## src/rtl/fetch_pkg.sv

```systemverilog
// Shared types and constants for the instruction-fetch front end.
package fetch_pkg;

  typedef enum logic {
    F_NEW,
    F_WAIT
  } fetch_state_t;

  localparam int unsigned INSTR_BYTES = 4;
  localparam logic [31:0] NOP_INSTR   = 32'h0000_0013;

  function automatic logic [31:0] align_pc(input logic [31:0] addr);
    return {addr[31:2], 2'b00};
  endfunction

endpackage

```

## src/rtl/fetch_out_slot.sv

```systemverilog
// One-entry valid/ready register between fetch and decode.
// A flush empties the slot and wins over a fill on the same edge.
module fetch_out_slot
  import fetch_pkg::*;
#(
  parameter int unsigned W = 32
) (
  input  logic         clock,
  input  logic         reset,
  input  logic         fill,
  input  logic         flush,
  input  logic         decode_ready,
  input  logic [W-1:0] fill_instr,
  input  logic [W-1:0] fill_pc,
  output logic         instr_valid,
  output logic [W-1:0] instr,
  output logic [W-1:0] instr_pc,
  output logic         drain
);

  logic         valid_q, valid_d;
  logic [W-1:0] instr_q, instr_d;
  logic [W-1:0] pc_q, pc_d;

  assign drain = valid_q & decode_ready;

  always_comb begin
    valid_d = valid_q;
    instr_d = instr_q;
    pc_d    = pc_q;
    if (flush) begin
      valid_d = 1'b0;
    end else if (fill) begin
      valid_d = 1'b1;
      instr_d = fill_instr;
      pc_d    = fill_pc;
    end else if (drain) begin
      valid_d = 1'b0;
    end
  end

  always_ff @(posedge clock or posedge reset) begin
    if (reset) begin
      valid_q <= 1'b0;
      instr_q <= '0;
      pc_q    <= '0;
    end else begin
      valid_q <= valid_d;
      instr_q <= instr_d;
      pc_q    <= pc_d;
    end
  end

  assign instr_valid = valid_q;
  assign instr       = instr_q;
  assign instr_pc    = pc_q;

endmodule

```

## src/rtl/fetch_stage.sv

```systemverilog
// Fetch front end: owns the PC, waits out ICache stalls, and hands words to decode.
// Redirects from downstream override everything and flush the output slot.
module fetch_stage
  import fetch_pkg::*;
#(
  parameter logic [31:0] RESET_PC = 32'h0000_0000,
  parameter int unsigned XLEN     = 32
) (
  input  logic            clock,
  input  logic            reset,
  output logic [XLEN-1:0] icache_addr,
  input  logic [XLEN-1:0] icache_data,
  input  logic            icache_stall,
  input  logic            redirect_valid,
  input  logic [XLEN-1:0] redirect_pc,
  input  logic            decode_ready,
  output logic            instr_valid,
  output logic [XLEN-1:0] instr,
  output logic [XLEN-1:0] instr_pc,
  output logic [XLEN-1:0] fetch_count
);

  fetch_state_t    state_q, state_d;
  logic [XLEN-1:0] pc_q, pc_d;
  logic [XLEN-1:0] fetch_count_q, fetch_count_d;
  logic            slot_free;
  logic            capture;
  logic            drain;

  assign slot_free = ~instr_valid | decode_ready;

  // The cycle right after a new address is never trusted: the ICache has not yet raised its stall.
  assign capture = (state_q == F_WAIT) & ~icache_stall & slot_free & ~redirect_valid;

  always_comb begin
    state_d       = state_q;
    pc_d          = pc_q;
    fetch_count_d = fetch_count_q;
    unique case (state_q)
      F_NEW:  state_d = F_WAIT;
      F_WAIT: begin
        if (capture) begin
          pc_d    = pc_q + XLEN'(INSTR_BYTES);
          state_d = F_NEW;
        end
      end
      default: state_d = F_NEW;
    endcase
    if (redirect_valid) begin
      pc_d    = align_pc(redirect_pc);
      state_d = F_NEW;
    end
    if (drain) begin
      fetch_count_d = fetch_count_q + XLEN'(1);
    end
  end

  always_ff @(posedge clock or posedge reset) begin
    if (reset) begin
      state_q       <= F_NEW;
      pc_q          <= RESET_PC;
      fetch_count_q <= '0;
    end else begin
      state_q       <= state_d;
      pc_q          <= pc_d;
      fetch_count_q <= fetch_count_d;
    end
  end

  fetch_out_slot #(.W(XLEN)) u_out_slot (
    .clock        (clock),
    .reset        (reset),
    .fill         (capture),
    .flush        (redirect_valid),
    .decode_ready (decode_ready),
    .fill_instr   (icache_data),
    .fill_pc      (pc_q),
    .instr_valid  (instr_valid),
    .instr        (instr),
    .instr_pc     (instr_pc),
    .drain        (drain)
  );

  assign icache_addr = pc_q;
  assign fetch_count = fetch_count_q;

endmodule

```

## config.mk

```make
export PLATFORM = sky130hd
export DESIGN_NAME = fetch_stage
export DESIGN_NICKNAME = d
export VERILOG_FILES = /design/src/rtl/fetch_pkg.sv /design/src/rtl/fetch_out_slot.sv /design/src/rtl/fetch_stage.sv
export SDC_FILE = /design/constraint.sdc
export NUM_CORES = 1
export LEC_CHECK = 0
export ABC_AREA = 1
export ABC_CLOCK_PERIOD_IN_PS = 3210
export CORE_MARGIN = 4
export CORE_UTILIZATION = 48
export DETAILED_ROUTE_END_ITERATION = 10
export PLACE_DENSITY = 0.84
export SETUP_SLACK_MARGIN = 0.4
export SYNTH_ARGS = -nofsm -noshare
export SYNTH_HDL_FRONTEND = slang
export SYNTH_HIERARCHICAL = 1
export SYNTH_SLANG_ARGS = --single-unit
```

## constraint.sdc

```tcl
create_clock -name clock -period 3.21 [get_ports clock]
set_clock_uncertainty 0.2 [all_clocks]
set_input_delay 0.642 -clock clock [delete_from_list [all_inputs] [get_ports clock]]
set_output_delay 0.642 -clock clock [all_outputs]
set_load 0.03 [all_outputs]
```

==> impl_metrics.json, run 1 <==
{
  "cts.sinks": 128,
  "numCtsBuffers": 17,
  "place_congestion": 0.898,
  "start_util": 0.495,
  "synth_top_family_by_area": "simple AND/OR/NAND/NOR gates",
  "synth-xor-area-share": 0.0437,
  "status": "finished, final reports clean",
  "ant_nets": 0,
  "drt_wl_total_um": 18700,
  "n_antenna_cell": 0,
  "drive_gt1_frac": 0.0750,
  "crit_path_max_fanout": 6,
  "die_w_um": 125,
  "hold_path_class": "reg2reg",
  "max-cap-violations": 0,
  "regToRegSetupSlack_ns": 1.23,
  "synthesis.area_um2": 6610,
  "gr-total-overflow": 0,
  "drv_slew": 0,
  "multi_input_area_um2": 2940,
  "timing_worst_setup_path_type": "reg2out",
  "critPathLaunchType": "flop",
  "p_leak_nw": 4.50,
  "worstSetupEndpointType": "output pin",
  "clock_latency_ns": 0.41,
  "root_buffer": "clkbuf_16",
  "critical_path.startpoint": "icache_addr[18]",
  "synthDistinctLibCells": 32,
  "drt-vias-per-instance": 5.07,
  "synth_ff_type": "dfrtp_1",
  "num_rows": 42,
  "syn_area_per_cell_um2": 7.68,
  "fillCellCount": 1088,
  "synth_top_area_cell": "dfrtp_1",
  "final_hold_viol_count": 0,
  "reg2regPathDepth": 8,
  "finalCritPeriodShare": 0.784,
  "rsz0062_at_grt": "false",
  "power.density_nw_per_um2": 605,
  "whs_path_depth": 2,
  "drc_errors": 0,
  "synth_compound_area_frac": 0.0117,
  "cts_resized": 0,
  "synthTopCellsByArea": "dfrtp_1 (48%), nand2_1 (21%), nand3_1 (8.1%)",
  "cp_cell_sequence": "clkdlybuf4s50_1",
  "gr-usage-all-layers": 0.242,
  "drt_iter0_drc": 490,
  "worst_pin_slew_ns": 0.606,
  "max_stage_delay_ns": 0.74,
  "period_needed_ns": 2.52,
  "num_vias": 6297,
  "synth_cells": 861,
  "post_cts_buffers": 0,
  "synthAdderAreaFrac": 0.00379,
  "clk_pin_slew_ns": 0.06,
  "setup_viol": 0,
  "worstPathArrival_ns": 1.68,
  "r2r-end": "fetch_count[26]",
  "die_h_um": 125,
  "worst_slew_margin_rel": 0.595,
  "grt_pass1_wl_um": 30900,
  "cts-hold-fix-buffers": 0,
  "nets": 1125,
  "drt_first_pass_iters": 8,
  "cts_tree": "built",
  "crit_buf_inv": 1,
  "grt_max_degree": 60,
  "cts-htree-levels": 4,
  "synthTopCellsByCount": "nand2_1 (365), dfrtp_1 (128), nand3_1 (107)",
  "crit_slowest_cell": "clkdlybuf4s50_1",
  "clock_path_buffers": 2,
  "endpoint": "icache_addr[18]",
  "fmaxAchievable_mhz": 397,
  "power.total_w": 0.00561,
  "worst_ir_drop_vdd_mv": 0.384,
  "post-dp-hpwl_um": 13600,
  "yosysWarnings": 6,
  "dieArea_um2": 15700,
  "tns_ns": 0,
  "ys_seq_area_frac": 0.484,
  "synth-edff-count": 0,
  "antenna_found_initial": 0,
  "syn2layout_area_growth_pct": 40.3,
  "coreArea_um2": 13300,
  "cp.depth": 1,
  "yosys.area_share.simple": 0.380,
  "synth-async-reset-ratio": 1.00,
  "grt_pass1_vias": 6074,
  "path_delay_family": "buffers and inverters",
  "ioPinCount": 198,
  "port_buffers": 193,
  "regArea_um2": 3200,
  "rr_startpoint": "u_out_slot/instr_valid",
  "yosysMostFrequentCell": "nand2_1",
  "synth_top_cell_area_share": 0.484,
  "crit_required_ns": 2.37,
  "wl_per_cell_um": 15.1,
  "synthMuxAreaShare": 0.00151,
  "synth-seq-cells": 128
}
cells in the final DEF, fill, tap and decap left out, types with 2 or more instances in the layout:
master	n
buf_4	9
nand2_1	365
inv_2	6
nor2_4	10
inv_1	65
bufinv_16	4
nand3_1	107
o211ai_1	4
o21ai_1	2
nor3_1	9
nand3_2	2
ha_1	2
nand3b_1	4
conb_1	4
clkbuf_1	3
nor2_1	46
clkbuf_16	17
buf_12	2
clkdlybuf4s50_1	193
nand2_2	8
xnor2_1	8
clkinv_2	2
xor2_1	25
o21ai_0	3
dfrtp_1	128
a21oi_1	3
clkinvlp_4	3
nor2_2	12
nand4_1	11
where the power goes:
group	internal [W]	switching, W
sequential	0.00185	0.000227
combinational	0.000622	0.000914
clock	0.00131	0.000685
total	0.00379	0.00183
per-stage QoR:
stage          utilization  instance area, um^2  setup WS [ns]  hold slack, ns  std cells
4_1_cts              0.695                 9280          0.684           0.271       1242
6_report             0.695                 9280          0.693           0.267       1242
2_1_floorplan            -                 6620          0.742           0.447        864
5_1_grt              0.695                 9280          0.631           0.286       1242
3_5_place_dp         0.649                 8670          0.507           0.257       1211
3_3_place_gp         0.649                 8670          0.569           0.252       1211
kinds of logic after synthesis:
family,Yosys count
AND/OR/NAND/NOR,579
flip-flops,128
buffers and inverters,104
XOR/XNOR,33
AO/OA/AOI/OAI,13
adder cells (fa/ha/maj),2
other,1
multiplexers,1
sequential cells by signal (all words and copies together) (netlist names):
signal and cells:
u_out_slot/instr 32, u_out_slot/instr_valid 1, u_out_slot/instr_pc 32, state_q 1, icache_addr 30, fetch_count 32
worst min-delay path by stage:
stage / startpoint / endpoint
after floorplan: u_out_slot/instr[10] / u_out_slot/instr[10]
after global placement: u_out_slot/instr[24] / u_out_slot/instr[24]
after detailed placement: u_out_slot/instr[26] / u_out_slot/instr[26]
after CTS: u_out_slot/instr[26] / u_out_slot/instr[26]
after global routing: u_out_slot/instr[23] / u_out_slot/instr[23]
final: u_out_slot/instr_pc[11] / u_out_slot/instr_pc[11]
per-layer routing:
layer,global-route usage,part of all wire
met1,0.319,0.44
met2,0.398,0.48
met3,0.0542,0.061
met4,0.0829,0.021
met5,0,0
worst min-delay path, delay by kind of cell, from the launching register on:
kind | cells | cell delay, ns
AND/OR/NAND/NOR | 2 | 0.09
flip-flops | 1 | 0.34
final cells by class:
type                    count  share of cell area
clock inverters            10              0.0174
inverters                  71              0.0287
repair buffers            204               0.220
well taps                 176              0.0237
clock buffers              21              0.0486
flip-flops and latches    128               0.345
multi-input cells         632               0.317
(Power assumes the default switching activity.)
==> run 2, diff against run 1 <==
- ABC_CLOCK_PERIOD_IN_PS: 3210 -> 2330
- clock period: 3.21 -> 2.33 ns (I/O delays scaled with it)
==> impl_metrics.json, run 2 (synthesis results as in run 1) <==
{
  "setup_viol": 0,
  "syn2layout_area_growth_pct": 42.0,
  "final_hold_viol_count": 0,
  "regToRegSetupSlack_ns": 0.52,
  "drc_errors": 0,
  "worst_ir_drop_vdd_mv": 0.537,
  "gr-total-overflow": 0,
  "dp.cells": 1224,
  "final_cell_mix": "nand2_1 (364), dfrtp_1 (108), nand3_1 (106), dlygate4sd2_1 (70), clkdlybuf4s50_1 (65)",
  "coreArea_um2": 13300,
  "finalCritPeriodShare": 0.816,
  "drt_iter0_drc": 484,
  "crit_required_ns": 1.66,
  "stdcell_area_um2": 9390,
  "whs_path_depth": 2,
  "max-cap-violations": 0,
  "drt_first_pass_iters": 5,
  "root_buffer": "clkbuf_16",
  "max_stage_delay_ns": 0.44,
  "clk_pin_slew_ns": 0.05,
  "grt_pass1_wl_um": 30900,
  "ant_nets": 0,
  "numCtsBuffers": 17,
  "num_rows": 42,
  "die_w_um": 125,
  "worstSetupEndpointType": "output pin",
  "postPlaceCellArea_um2": 8830,
  "crit_buf_inv": 1,
  "hold_path_class": "reg2reg",
  "reg2regPathDepth": 10,
  "stdcell_count": 1258,
  "grt_pass1_vias": 6122,
  "switchingPower_w": 0.00252,
  "p_leak_nw": 4.81,
  "comb_power_share": 0.260,
  "period_needed_ns": 1.90,
  "timing_worst_setup_path_type": "reg2out",
  "crit_slowest_cell": "clkdlybuf4s15_1",
  "cts.sinks": 128,
  "critPathLaunchType": "flop",
  "drive_gt1_frac": 0.156,
  "p_seq_frac": 0.376,
  "grt_max_degree": 66,
  "rr_startpoint": "icache_addr[2]",
  "rsz0062_at_grt": "false",
  "antenna_found_initial": 1,
  "nets": 1139,
  "drt-vias-per-instance": 5.05,
  "path_delay_family": "buffers and inverters",
  "swShare": 0.333,
  "drv_slew": 0,
  "tns_ns": 0,
  "post-dp-hpwl_um": 13400,
  "pwr-share-clk": 0.364,
  "worstPathArrival_ns": 1.23,
  "fmaxAchievable_mhz": 526,
  "cts-hold-fix-buffers": 0,
  "worstHoldStart": "u_out_slot/instr_pc[1]",
  "wl_per_cell_um": 15.1,
  "whs_endpoint": "u_out_slot/instr_pc[1]",
  "port_buffers": 193,
  "num_vias": 6347,
  "status": "finished, final reports clean",
  "ioPinCount": 198,
  "cts-htree-levels": 4,
  "die_h_um": 125,
  "clock_latency_ns": 0.42,
  "start_util": 0.495,
  "crit_path_max_fanout": 2,
  "cp_cell_sequence": "clkdlybuf4s15_1",
  "place_congestion": 0.899,
  "mostFrequentLayoutCell": "nand2_1",
  "drt_wl_total_um": 19000,
  "intPower_w": 0.00504,
  "cts_tree": "built",
  "dieArea_um2": 15700,
  "gr-usage-all-layers": 0.242,
  "clock_path_buffers": 2,
  "power.density_nw_per_um2": 806,
  "r2r-end": "icache_addr[30]"
}
-- run 2: timing repair --
item / in CTS / in global routing
resized for setup: 224 / 39
pin swaps: 0 / 1
endpoints found under the setup margin: 128 / 41
setup buffers: 0 / 1
-- run 2: how the worst max path moves through the flow --
stage,startpoint,slack (ns),to,cells after the start
2_1_floorplan,u_out_slot/instr_valid,0.45,u_out_slot/instr_pc[10],10
3_3_place_gp,decode_ready,0.02,fetch_count[26],9
3_5_place_dp,decode_ready,-0.01,fetch_count[26],9
4_1_cts,icache_addr[19],0.25,icache_addr[19],1
5_1_grt,u_out_slot/instr_pc[27],0.40,instr_pc[27],1
6_report,icache_addr[15],0.43,icache_addr[15],1
-- run 2: stage by stage --
| step | utilization | setup slack (ns) | power (W) | hold WS (ns) |
|---|---|---|---|---|
| 2_1_floorplan | - | 0.452 | 0.00401 | 0.391 |
| 3_3_place_gp | 0.662 | 0.0172 | 0.00500 | 0.253 |
| 3_5_place_dp | 0.662 | -0.0136 | 0.00505 | 0.257 |
| 4_1_cts | 0.704 | 0.252 | 0.00762 | 0.267 |
| 5_1_grt | 0.703 | 0.401 | 0.00791 | 0.278 |
| 6_report | 0.703 | 0.430 | 0.00756 | 0.261 |
-- run 2: power groups by stage --
stage	combinational, W	sequential (W)	clock (W)
2_1_floorplan	0.000515	0.00349	0
3_3_place_gp	0.00214	0.00286	0
3_5_place_dp	0.00218	0.00288	0
4_1_cts	0.00198	0.00284	0.00280
5_1_grt	0.00211	0.00290	0.00290
6_report	0.00197	0.00285	0.00275
-- run 2: layout make-up --
| type | count | area (um^2) |
|---|---|---|
| Antenna cell | 1 | 2.50 |
| Clock buffer | 20 | 447 |
| Clock inverter | 12 | 165 |
| Fill cell | 1077 | 3960 |
| Inverter | 71 | 277 |
| Multi-Input combinational cell | 632 | 2960 |
| Sequential cell | 128 | 3230 |
| Tap cell | 176 | 220 |
| Timing Repair Buffer | 218 | 2090 |
-- run 2: tightest hold or removal path, cell delays in order, from the launching register on --
cell,delay [ns]
dfrtp_1,0.33
nand2_1,0.05
nand2_1,0.05
-- run 2: routing by layer --
layer	up-vias	GRT usage	wire length (um)
met4	0	0.106	562
met2	252	0.393	8950
met5	-	0	0
met1	2949	0.315	8280
met3	41	0.0516	1200
li1	3105	-	-
==> run 3, diff against run 2 <==
- ABC_CLOCK_PERIOD_IN_PS: 2330 -> 1500
- CORE_UTILIZATION: 48 -> 43
- PLACE_DENSITY: 0.84 -> 0.8
- clock period: 2.33 -> 1.5 ns (I/O delays scaled with it)
==> impl_metrics.json, run 3 (synthesis results as in run 1) <==
{
  "status": "finished with violations",
  "violations": "design-rule violations, negative setup slack",
  "drt_iter0_drc": 1895,
  "path_delay_family": "simple AND/OR/NAND/NOR gates",
  "root_buffer": "clkbuf_16",
  "wl_per_cell_um": 29.4,
  "cts.sinks": 128,
  "mostFrequentLayoutCell": "buf_4",
  "hold_ws_ns": 0.212,
  "switchingPower_w": 0.00614,
  "clk_pin_slew_ns": 0.08,
  "power.density_nw_per_um2": 1150,
  "drv_slew": 0,
  "setup_ws_ns": -1.22,
  "hold_path_class": "in2async",
  "ioPinCount": 198,
  "numCtsBuffers": 17,
  "grt_pass1_wl_um": 51200,
  "antenna_found_initial": 1,
  "clock_latency_ns": 0.46,
  "r2r-end": "icache_addr[18]",
  "setup_viol": 228,
  "ant_nets": 0,
  "gr-total-overflow": 0,
  "dieArea_um2": 17400,
  "max-cap-violations": 0,
  "critPathLaunchType": "flop",
  "stdcell_area_um2": 14200,
  "drive_gt1_frac": 0.602,
  "postPlaceCellArea_um2": 9690,
  "grt_pass1_vias": 9222,
  "crit_buf_inv": 1,
  "drt-vias-per-instance": 6.50,
  "reg2regPathDepth": 8,
  "swShare": 0.373,
  "post-dp-hpwl_um": 15300,
  "crit_required_ns": 1.69,
  "gr-usage-all-layers": 0.376,
  "grt_max_degree": 36,
  "syn2layout_area_growth_pct": 115,
  "fmaxAchievable_mhz": 368,
  "max_stage_delay_ns": 0.63,
  "crit_path_max_fanout": 5,
  "worstPathArrival_ns": 2.91,
  "cts-htree-levels": 4,
  "num_rows": 45,
  "worst_ir_drop_vdd_mv": 1.29,
  "intPower_w": 0.0103,
  "timing_worst_setup_path_type": "reg2reg",
  "finalCritPeriodShare": 1.81,
  "nets": 1460,
  "worst_pin_slew_ns": 0.749,
  "drt_first_pass_iters": 11,
  "drt_wl_total_um": 46800,
  "worst_slew_margin_rel": 0.499,
  "die_h_um": 132,
  "die_w_um": 132,
  "worstSetupEndpointType": "flop",
  "start_util": 0.437,
  "cpMostUsedCell": "nand2_1",
  "rsz0062_at_grt": "true",
  "drc_errors": 57,
  "place_congestion": 0.901,
  "rr_startpoint": "icache_addr[8]",
  "crit_slowest_cell": "xor2_1",
  "period_needed_ns": 2.72,
  "num_vias": 10300,
  "cp_cell_sequence": "buf_4, nand2_1, nor2_2, nand2_4, nor2_4, xor2_1, nand2_1, nand2_1",
  "p_leak_nw": 7.08,
  "clock_path_buffers": 2,
  "cts_tree": "built",
  "p_seq_frac": 0.280,
  "port_buffers": 193,
  "final_hold_viol_count": 0,
  "comb_power_share": 0.413,
  "final_cell_mix": "buf_4 (227), nand2_1 (208), buf_6 (201), nand2_2 (105), dfrtp_1 (77)",
  "regToRegSetupSlack_ns": -1.22,
  "pwr-share-clk": 0.307,
  "coreArea_um2": 15100
}
==> run 3: power groups by stage <==
stage	sequential (W)	combinational (W)	clock, W
finish	0.00460	0.00679	0.00506
global placement	0.00443	0.00372	0
floorplan	0.00549	0.000870	0
detailed placement	0.00444	0.00378	0
CTS	0.00442	0.00509	0.00471
global route	0.00463	0.00692	0.00518
==> run 3: area by class of cell <==
type                       instances  area (um^2)
clock buffer                      21          450
antenna                            1         2.50
multi-input combinational        632         4230
sequential                       128         3270
clock inverter                    11          210
inverter                          71          289
timing repair buffer             539         5570
fill                             428          900
tap                              188          235
==> run 3: through the flow <==
stage                     cells  power [W]  setup TNS [ns]  worst slack, ns   util
final                      1591     0.0165          -63.44            -1.22  0.941
after detailed placement   1329    0.00823          -61.36           -0.613  0.640
after global placement     1329    0.00815          -57.08           -0.560  0.640
after CTS                  1516     0.0142          -19.39           -0.193  0.838
after global routing       1591     0.0167          -66.04            -1.43  0.941
after floorplan             864    0.00636          -17.14           -0.228      -
==> run 3: worst max-delay path by stage <==
stage / from / end / slack, ns / depth (start not counted)
after floorplan: u_out_slot/instr_valid / u_out_slot/instr[10] / -0.23 / 10
after global placement: decode_ready / fetch_count[26] / -0.56 / 9
after detailed placement: decode_ready / fetch_count[25] / -0.61 / 11
after CTS: icache_addr[3] / icache_addr[3] / -0.19 / 3
after global routing: icache_addr[8] / icache_addr[18] / -1.43 / 8
final: icache_addr[8] / icache_addr[18] / -1.22 / 8
==> run 3: worst min-delay path, cell delays in order <==
cell and delay (ns):
clkdlybuf4s50_1 0.52, clkinvlp_4 0.17, buf_4 0.24
==> run 3: metal layers <==
layer / up-vias / global-route usage / share of wire
met5: - / 0 / 0
met4: 0 / 0.274 / 0.12
met3: 582 / 0.112 / 0.14
met2: 1270 / 0.602 / 0.42
met1: 4749 / 0.429 / 0.31
li1: 3736 / - / -
==> run 3: what timing repair did <==
item,in CTS,in global routing
endpoints found under the hold margin,0,0
pin swaps,67,98
cloned,9,3
hold buffers,0,0
endpoints found under the setup margin,255,255
buffers inserted,146,71
resized for setup,285,254
